**config.mk**
```make
export PLATFORM = sky130hd
export DESIGN_NAME = cva6_axi_mux2
export DESIGN_NICKNAME = d
export VERILOG_FILES = /design/src/rtl/cva6_axi_mux2.sv
export SDC_FILE = /design/constraint.sdc
export NUM_CORES = 1
export LEC_CHECK = 0
export BUFFER_PORTS_ARGS = -buffer_cell sky130_fd_sc_hd__buf_4
export CAP_MARGIN = 20
export CORE_AREA = 5 5 346 348
export CTS_CLUSTER_SIZE = 30
export DETAILED_ROUTE_END_ITERATION = 8
export DIE_AREA = 0 0 351 353
export SETUP_SLACK_MARGIN = 0.3
export SLEW_MARGIN = 0
export SYNTH_ARGS = -nofsm -noshare
export SYNTH_HDL_FRONTEND = slang
export SYNTH_SLANG_ARGS = --single-unit
```
**constraint.sdc**
```tcl
create_clock -name clk_i -period 8 [get_ports clk_i]
set_input_delay 0.4 -clock clk_i [delete_from_list [all_inputs] [get_ports clk_i]]
set_output_delay 0.4 -clock clk_i [all_outputs]
set_load 0.1 [all_outputs]
```
**src/rtl/cva6_axi_mux2.sv**
```systemverilog
// cva6_axi_mux2: shares one outgoing AXI4 port between the atomics-filtered
// core port (master 0) and the debug/DMA port (master 1). AW and AR each pass
// through a round-robin arbiter into a one-entry output register, and the
// winning master's index is prepended to the ID. W beats follow AW acceptance
// order through a small source FIFO. B and R are steered back by the ID MSB.
// Per-master outstanding counters throttle AW/AR acceptance.
module cva6_axi_mux2 #(
  parameter int unsigned ID_W     = 4,
  parameter int unsigned AW_PLD_W = 80,
  parameter int unsigned AR_PLD_W = 74,
  parameter int unsigned W_PLD_W  = 73,
  parameter int unsigned B_PLD_W  = 2,
  parameter int unsigned R_PLD_W  = 66,
  parameter int unsigned W_FIFO_D = 4,
  parameter int unsigned MAX_OUT  = 8
) (
  input  logic                  clk_i,
  input  logic                  rst_ni,
  // slave side (two masters)
  input  logic [1:0]            s_aw_valid,
  output logic [1:0]            s_aw_ready,
  input  logic [2*ID_W-1:0]     s_aw_id,
  input  logic [2*AW_PLD_W-1:0] s_aw_pld,
  input  logic [1:0]            s_w_valid,
  input  logic [1:0]            s_w_last,
  output logic [1:0]            s_w_ready,
  input  logic [2*W_PLD_W-1:0]  s_w_pld,
  output logic [1:0]            s_b_valid,
  input  logic [1:0]            s_b_ready,
  output logic [ID_W-1:0]       s_b_id,
  output logic [B_PLD_W-1:0]    s_b_pld,
  input  logic [1:0]            s_ar_valid,
  output logic [1:0]            s_ar_ready,
  input  logic [2*ID_W-1:0]     s_ar_id,
  input  logic [2*AR_PLD_W-1:0] s_ar_pld,
  output logic [1:0]            s_r_valid,
  input  logic [1:0]            s_r_ready,
  output logic [ID_W-1:0]       s_r_id,
  output logic [R_PLD_W-1:0]    s_r_pld,
  output logic                  s_r_last,
  // master side (single downstream port)
  output logic                  m_aw_valid,
  input  logic                  m_aw_ready,
  output logic [ID_W:0]         m_aw_id,
  output logic [AW_PLD_W-1:0]   m_aw_pld,
  output logic                  m_w_valid,
  input  logic                  m_w_ready,
  output logic                  m_w_last,
  output logic [W_PLD_W-1:0]    m_w_pld,
  input  logic                  m_b_valid,
  output logic                  m_b_ready,
  input  logic [ID_W:0]         m_b_id,
  input  logic [B_PLD_W-1:0]    m_b_pld,
  output logic                  m_ar_valid,
  input  logic                  m_ar_ready,
  output logic [ID_W:0]         m_ar_id,
  output logic [AR_PLD_W-1:0]   m_ar_pld,
  input  logic                  m_r_valid,
  output logic                  m_r_ready,
  input  logic [ID_W:0]         m_r_id,
  input  logic [R_PLD_W-1:0]    m_r_pld,
  input  logic                  m_r_last
);

  localparam int unsigned CNT_W = $clog2(MAX_OUT + 1);
  localparam int unsigned PTR_W = $clog2(W_FIFO_D);
  localparam logic [CNT_W-1:0] CNT_MAX = CNT_W'(MAX_OUT);

  // Two-way round robin: a lone requester wins, a tie goes to the pointer.
  function automatic logic [1:0] rr_pick(input logic [1:0] elig, input logic ptr);
    logic [1:0] grant;
    grant = elig;
    if (elig == 2'b11) grant = ptr ? 2'b10 : 2'b01;
    return grant;
  endfunction

  // Outstanding counters, W FIFO and request-stage state
  logic [1:0][CNT_W-1:0] r_wcnt, r_rcnt;
  logic [W_FIFO_D-1:0]   r_fifo;
  logic [PTR_W:0]        r_wr_ptr, r_rd_ptr;
  logic                  r_aw_valid, r_aw_src, r_aw_ptr;
  logic [ID_W-1:0]       r_aw_id;
  logic [AW_PLD_W-1:0]   r_aw_pld;
  logic                  r_ar_valid, r_ar_src, r_ar_ptr;
  logic [ID_W-1:0]       r_ar_id;
  logic [AR_PLD_W-1:0]   r_ar_pld;

  logic [1:0] w_aw_elig, w_ar_elig, w_aw_hs, w_ar_hs, w_b_hs, w_r_done;
  logic       w_fifo_empty, w_fifo_full, w_head, w_push, w_pop;
  logic       w_b_src, w_r_src;

  // Eligibility: a master may request only while under its outstanding limit;
  // AW additionally needs room in the W routing FIFO.
  always_comb begin
    // NOTE: every always_comb output gets a default first so no path leaves it
    // unassigned, which would otherwise infer a latch.
    w_aw_elig = '0;
    w_ar_elig = '0;
    for (int i = 0; i < 2; i++) begin
      // NOTE: blocking '=' in combinational logic; sequential state uses '<='.
      w_aw_elig[i] = s_aw_valid[i] && (r_wcnt[i] < CNT_MAX) && !w_fifo_full;
      w_ar_elig[i] = s_ar_valid[i] && (r_rcnt[i] < CNT_MAX);
    end
  end

  // A grant turns into ready only when the output register is free this cycle.
  assign s_aw_ready = (!r_aw_valid || m_aw_ready) ? rr_pick(w_aw_elig, r_aw_ptr) : 2'b00;
  assign s_ar_ready = (!r_ar_valid || m_ar_ready) ? rr_pick(w_ar_elig, r_ar_ptr) : 2'b00;
  assign w_aw_hs    = s_aw_valid & s_aw_ready;
  assign w_ar_hs    = s_ar_valid & s_ar_ready;

  assign m_aw_valid = r_aw_valid;
  assign m_aw_id    = {r_aw_src, r_aw_id};
  assign m_aw_pld   = r_aw_pld;
  assign m_ar_valid = r_ar_valid;
  assign m_ar_id    = {r_ar_src, r_ar_id};
  assign m_ar_pld   = r_ar_pld;

  // AW/AR control: load on acceptance, drop after downstream handshake,
  // hand priority to the other master after every win.
  always_ff @(posedge clk_i or negedge rst_ni) begin
    if (!rst_ni) begin
      r_aw_valid <= 1'b0;
      r_aw_src   <= 1'b0;
      r_aw_ptr   <= 1'b0;
      r_ar_valid <= 1'b0;
      r_ar_src   <= 1'b0;
      r_ar_ptr   <= 1'b0;
    end else begin
      // NOTE: non-blocking '<=' so every register samples pre-edge values.
      if (|w_aw_hs) begin
        r_aw_valid <= 1'b1;
        r_aw_src   <= w_aw_hs[1];
        r_aw_ptr   <= !w_aw_hs[1];
      end else if (m_aw_ready) begin
        r_aw_valid <= 1'b0;
      end
      if (|w_ar_hs) begin
        r_ar_valid <= 1'b1;
        r_ar_src   <= w_ar_hs[1];
        r_ar_ptr   <= !w_ar_hs[1];
      end else if (m_ar_ready) begin
        r_ar_valid <= 1'b0;
      end
    end
  end

  // AW/AR payload capture from the accepted master.
  always_ff @(posedge clk_i) begin
    // NOTE: pure datapath storage is left unreset; it is only observed while
    // the matching valid/pointer state, which is reset, marks it as live.
    if (|w_aw_hs) begin
      r_aw_id  <= w_aw_hs[1] ? s_aw_id[ID_W +: ID_W] : s_aw_id[0 +: ID_W];
      r_aw_pld <= w_aw_hs[1] ? s_aw_pld[AW_PLD_W +: AW_PLD_W] : s_aw_pld[0 +: AW_PLD_W];
    end
    if (|w_ar_hs) begin
      r_ar_id  <= w_ar_hs[1] ? s_ar_id[ID_W +: ID_W] : s_ar_id[0 +: ID_W];
      r_ar_pld <= w_ar_hs[1] ? s_ar_pld[AR_PLD_W +: AR_PLD_W] : s_ar_pld[0 +: AR_PLD_W];
    end
  end

  // W routing FIFO: one source bit per accepted AW, popped on the last W beat.
  assign w_fifo_empty = (r_wr_ptr == r_rd_ptr);
  assign w_fifo_full  = (r_wr_ptr[PTR_W] != r_rd_ptr[PTR_W]) &&
                        (r_wr_ptr[PTR_W-1:0] == r_rd_ptr[PTR_W-1:0]);
  assign w_head       = r_fifo[r_rd_ptr[PTR_W-1:0]];
  assign w_push       = |w_aw_hs;
  assign w_pop        = m_w_valid && m_w_ready && m_w_last;

  assign m_w_valid = !w_fifo_empty && s_w_valid[w_head];
  assign m_w_last  = s_w_last[w_head];
  assign m_w_pld   = w_head ? s_w_pld[W_PLD_W +: W_PLD_W] : s_w_pld[0 +: W_PLD_W];
  assign s_w_ready = {m_w_ready && !w_fifo_empty && w_head,
                      m_w_ready && !w_fifo_empty && !w_head};

  // W FIFO pointers.
  always_ff @(posedge clk_i or negedge rst_ni) begin
    if (!rst_ni) begin
      r_wr_ptr <= '0;
      r_rd_ptr <= '0;
    end else begin
      if (w_push) r_wr_ptr <= r_wr_ptr + 1'b1;
      if (w_pop)  r_rd_ptr <= r_rd_ptr + 1'b1;
    end
  end

  // W FIFO storage.
  always_ff @(posedge clk_i) begin
    if (w_push) r_fifo[r_wr_ptr[PTR_W-1:0]] <= w_aw_hs[1];
  end

  // B/R return steering by the prepended source bit.
  assign w_b_src   = m_b_id[ID_W];
  assign s_b_valid = {m_b_valid && w_b_src, m_b_valid && !w_b_src};
  assign m_b_ready = s_b_ready[w_b_src];
  assign s_b_id    = m_b_id[ID_W-1:0];
  assign s_b_pld   = m_b_pld;
  assign w_b_hs    = s_b_valid & s_b_ready;

  assign w_r_src   = m_r_id[ID_W];
  assign s_r_valid = {m_r_valid && w_r_src, m_r_valid && !w_r_src};
  assign m_r_ready = s_r_ready[w_r_src];
  assign s_r_id    = m_r_id[ID_W-1:0];
  assign s_r_pld   = m_r_pld;
  assign s_r_last  = m_r_last;
  assign w_r_done  = s_r_valid & s_r_ready & {2{m_r_last}};

  // Outstanding counters: request acceptance counts up, completion counts down.
  always_ff @(posedge clk_i or negedge rst_ni) begin
    if (!rst_ni) begin
      r_wcnt <= '0;
      r_rcnt <= '0;
    end else begin
      for (int i = 0; i < 2; i++) begin
        if (w_aw_hs[i] && !w_b_hs[i])      r_wcnt[i] <= r_wcnt[i] + CNT_W'(1);
        else if (!w_aw_hs[i] && w_b_hs[i]) r_wcnt[i] <= r_wcnt[i] - CNT_W'(1);
        if (w_ar_hs[i] && !w_r_done[i])      r_rcnt[i] <= r_rcnt[i] + CNT_W'(1);
        else if (!w_ar_hs[i] && w_r_done[i]) r_rcnt[i] <= r_rcnt[i] - CNT_W'(1);
      end
    end
  end

  // Protocol checks: no response for a master with nothing outstanding,
  // never two readies at once.
  a_b_solicited: assert property (@(posedge clk_i) disable iff (!rst_ni)
    (m_b_valid && m_b_ready) |-> (r_wcnt[w_b_src] != '0));
  a_r_solicited: assert property (@(posedge clk_i) disable iff (!rst_ni)
    (m_r_valid && m_r_ready) |-> (r_rcnt[w_r_src] != '0));
  a_aw_onehot: assert property (@(posedge clk_i) disable iff (!rst_ni)
    s_aw_ready != 2'b11);
  a_ar_onehot: assert property (@(posedge clk_i) disable iff (!rst_ni)
    s_ar_ready != 2'b11);

endmodule

```
==> flow_summary.json <==
{
  "die_h_um": 353,
  "hold_depth": 2,
  "finalHoldViolCount": 0,
  "postCtsResizedCells": 0,
  "nFillCells": 13100,
  "required_ns": 8.26,
  "vias_per_cell": 3.06,
  "post-route-min-period_ns": 3.63,
  "cts_buffer_depth": 2,
  "cts_tree": "built",
  "place_congestion": 0.882,
  "fin_skew_ns": 0.0329,
  "cts_root_buf": "clkbuf_16",
  "ios": 898,
  "crit_fanout": 61,
  "route.detailed.drc": 0,
  "slowest_stage": "buf_4",
  "grt_overflow": 0,
  "synth_cells": 827,
  "relSlewSlack": 0.309,
  "clk_latency_ns": 0.54,
  "syn_avg_cell_area_um2": 12.4,
  "ys_ff_latch": 194,
  "ant_nets": 0,
  "stdcell_count": 3023,
  "die_w_um": 351,
  "finalCoreUtilization": 0.153,
  "cts_buffers": 17,
  "fin_nets": 2073,
  "postRouteWirelength_um": 77700,
  "hpwlAfterDp_um": 68600,
  "setup_viol": 0,
  "routedWlPerCell_um": 25.7,
  "firstDrtPassIters": 4,
  "r2r-end": "m_aw_pld[36]",
  "drv_slew": 0,
  "drt_iter0_drc": 532,
  "end_kind": "flop",
  "whs_ns": 0.152,
  "port_buffers": 745,
  "synthFlopType": "edfxtp_1",
  "min_from": "s_ar_pld[45]",
  "drive_above_1_share": 0.641,
  "grt_max_degree": 77,
  "syn_area_um2": 10300,
  "antenna_found_initial": 39,
  "start_util": 0.0886,
  "ys_seq_area_frac": 0.554,
  "reg2reg_from": "r_rd_ptr[0]",
  "async_reset_ff_frac": 0.144,
  "critPathKind": "flop to flop",
  "reg2regPathDepth": 5,
  "fmax_mhz": 276,
  "min_to": "m_ar_pld[45]",
  "max_stage_delay_ns": 0.84,
  "reg2reg_slack_ns": 4.37,
  "start_kind": "flop",
  "vias": 9243,
  "design.die.area_um2": 124000,
  "cts.clk_slew.worst_paths_ns": 0.10,
  "hp-class": "input port to flop",
  "setup_tns_ns": 0,
  "worstMarginPinSlew_ns": 1.04,
  "first_global_vias": 9451,
  "startpoint": "r_rd_ptr[0]",
  "maxCapViolations": 0,
  "synth_edf_count": 166,
  "dp_cells": 2988,
  "grt_setup_unrepaired": "false",
  "grt_pass1_wl_um": 96200,
  "crit_chain": "xor2_1 > o31ai_1 > or3_4 > buf_4 > mux2_2",
  "yosys_warnings": 0,
  "syn_nets": 1416,
  "status": "completed",
  "clock_sinks": 194,
  "synth_cell_types": 35,
  "core-area_um2": 116000,
  "grt_usage": 0.121,
  "cp_data_arrival_time_ns": 3.89,
  "rows": 125,
  "cts_max_level": 4,
  "syn2layout_area_growth_pct": 72.7,
  "finalCritPeriodShare": 0.453
}
-- cells in the mapped netlist (2+ instances only) --
master	count	share of area
nand2_1	229	0.084
edfxtp_1	166	0.49
mux2_2	144	0.16
buf_4	79	0.058
dfrtp_1	28	0.068
mux2_4	27	0.039
clkbuf_1	23	0.0084
ha_1	17	0.021
xnor2_1	15	0.013
inv_1	14	0.0051
nor2_1	10	0.0037
xor2_1	9	0.0077
a21oi_1	8	0.0039
o21ai_0	7	0.0034
and2_1	6	0.0037
buf_2	6	0.0029
a21o_1	4	0.0029
buf_6	4	0.0044
fa_1	4	0.0078
nand2b_1	4	0.0024
nor2b_1	4	0.0024
a211oi_1	2	0.0015
buf_1	2	0.00073
mux2i_1	2	0.0019
o311a_1	2	0.0019
o31ai_1	2	0.0015
-- cells in the final DEF, fill, tap and decap left out, types with 2 or more instances in the layout --
master,instances
buf_4,751
o21ai_0,6
xor2_1,9
mux2_2,144
clkbuf_16,17
inv_8,4
inv_1,14
o31ai_1,2
clkinv_8,3
fa_1,4
dfrtp_1,28
mux2_4,27
a21o_1,4
xnor2_1,15
edfxtp_1,166
mux2i_1,2
a21oi_1,7
a211oi_1,2
nor2b_1,4
and2_1,6
inv_12,5
diode_2,2
nand2_1,229
inv_6,3
nand2b_1,4
ha_1,17
nor2_1,10
-- how the worst max path moves through the flow --
| stage | end | cells past startpoint |
|---|---|---|
| 5_1_grt | r_wcnt[7] | 12 |
| 6_report | m_aw_pld[36] | 5 |
| 4_1_cts | m_aw_pld[36] | 5 |
| 3_3_place_gp | r_wcnt[7] | 12 |
| 3_5_place_dp | m_aw_pld[1] | 5 |
| 2_1_floorplan | r_fifo[3] | 4 |
-- routing by layer --
layer | vias to the layer above | global-route usage | part of all wire
met2 | 637 | 0.201 | 0.48
met3 | 136 | 0.0824 | 0.15
li1 | 4101 | - | -
met5 | - | 0 | 0.00035
met1 | 4365 | 0.121 | 0.34
met4 | 4 | 0.0369 | 0.030
-- cell type report --
type / count / area [µm²] / area share
Sequential cell: 194 / 5690 / 0.321
Timing Repair Buffer: 752 / 5650 / 0.318
Multi-Input combinational cell: 505 / 3810 / 0.215
Tap cell: 1524 / 1910 / 0.108
Clock buffer: 17 / 425 / 0.0240
Clock inverter: 15 / 201 / 0.0114
Inverter: 14 / 52.6 / 0.00296
Antenna cell: 2 / 5.00 / 0.000282
-- flip-flops by register name, indices dropped and copies added (netlist names) --
register	cells
m_aw_pld	80
m_ar_pld	74
r_rcnt	8
r_wcnt	8
r_ar_id	4
r_aw_id	4
r_fifo	4
r_rd_ptr	3
r_wr_ptr	3
m_ar_valid	1
m_aw_valid	1
r_ar_ptr	1
r_ar_src	1
r_aw_ptr	1
r_aw_src	1
-- kinds of logic after synthesis --
family                     count (synthesis)  synth area share
and+or+nand+nor                          260             0.101
AOI/OAI and AO/OA                         26            0.0158
xor gates and xnor gates                  24            0.0205
DFF                                      194             0.554
adders and majority gates                 21            0.0285
buffers and inverters                    128            0.0793
muxes                                    174             0.202
-- stage by stage --
stage                     cell area [µm²]  setup slack, ns
after detailed placement            17100             4.39
after global placement              17100             4.46
after floorplan                     10300             1.77
final                               17700             4.37
after global routing                17700             4.14
after CTS                           17700             4.35
-- repair_timing --
action	CTS	global route
endpoints found under the hold margin	28	0
buffers inserted	0	0
hold buffers	1	0
-- worst max-delay path: cells and delay by family (launching register included) --
kind            cells  cell delay [ns]
buf+inv             1             0.84
compound gates      1             0.65
simple gates        1             0.57
flops               1             0.50
mux                 1             0.44
xor+xnor            1             0.23
Power is not shown: default switching activity piles up to over one toggle a cycle in this logic, so the estimate is an artifact.
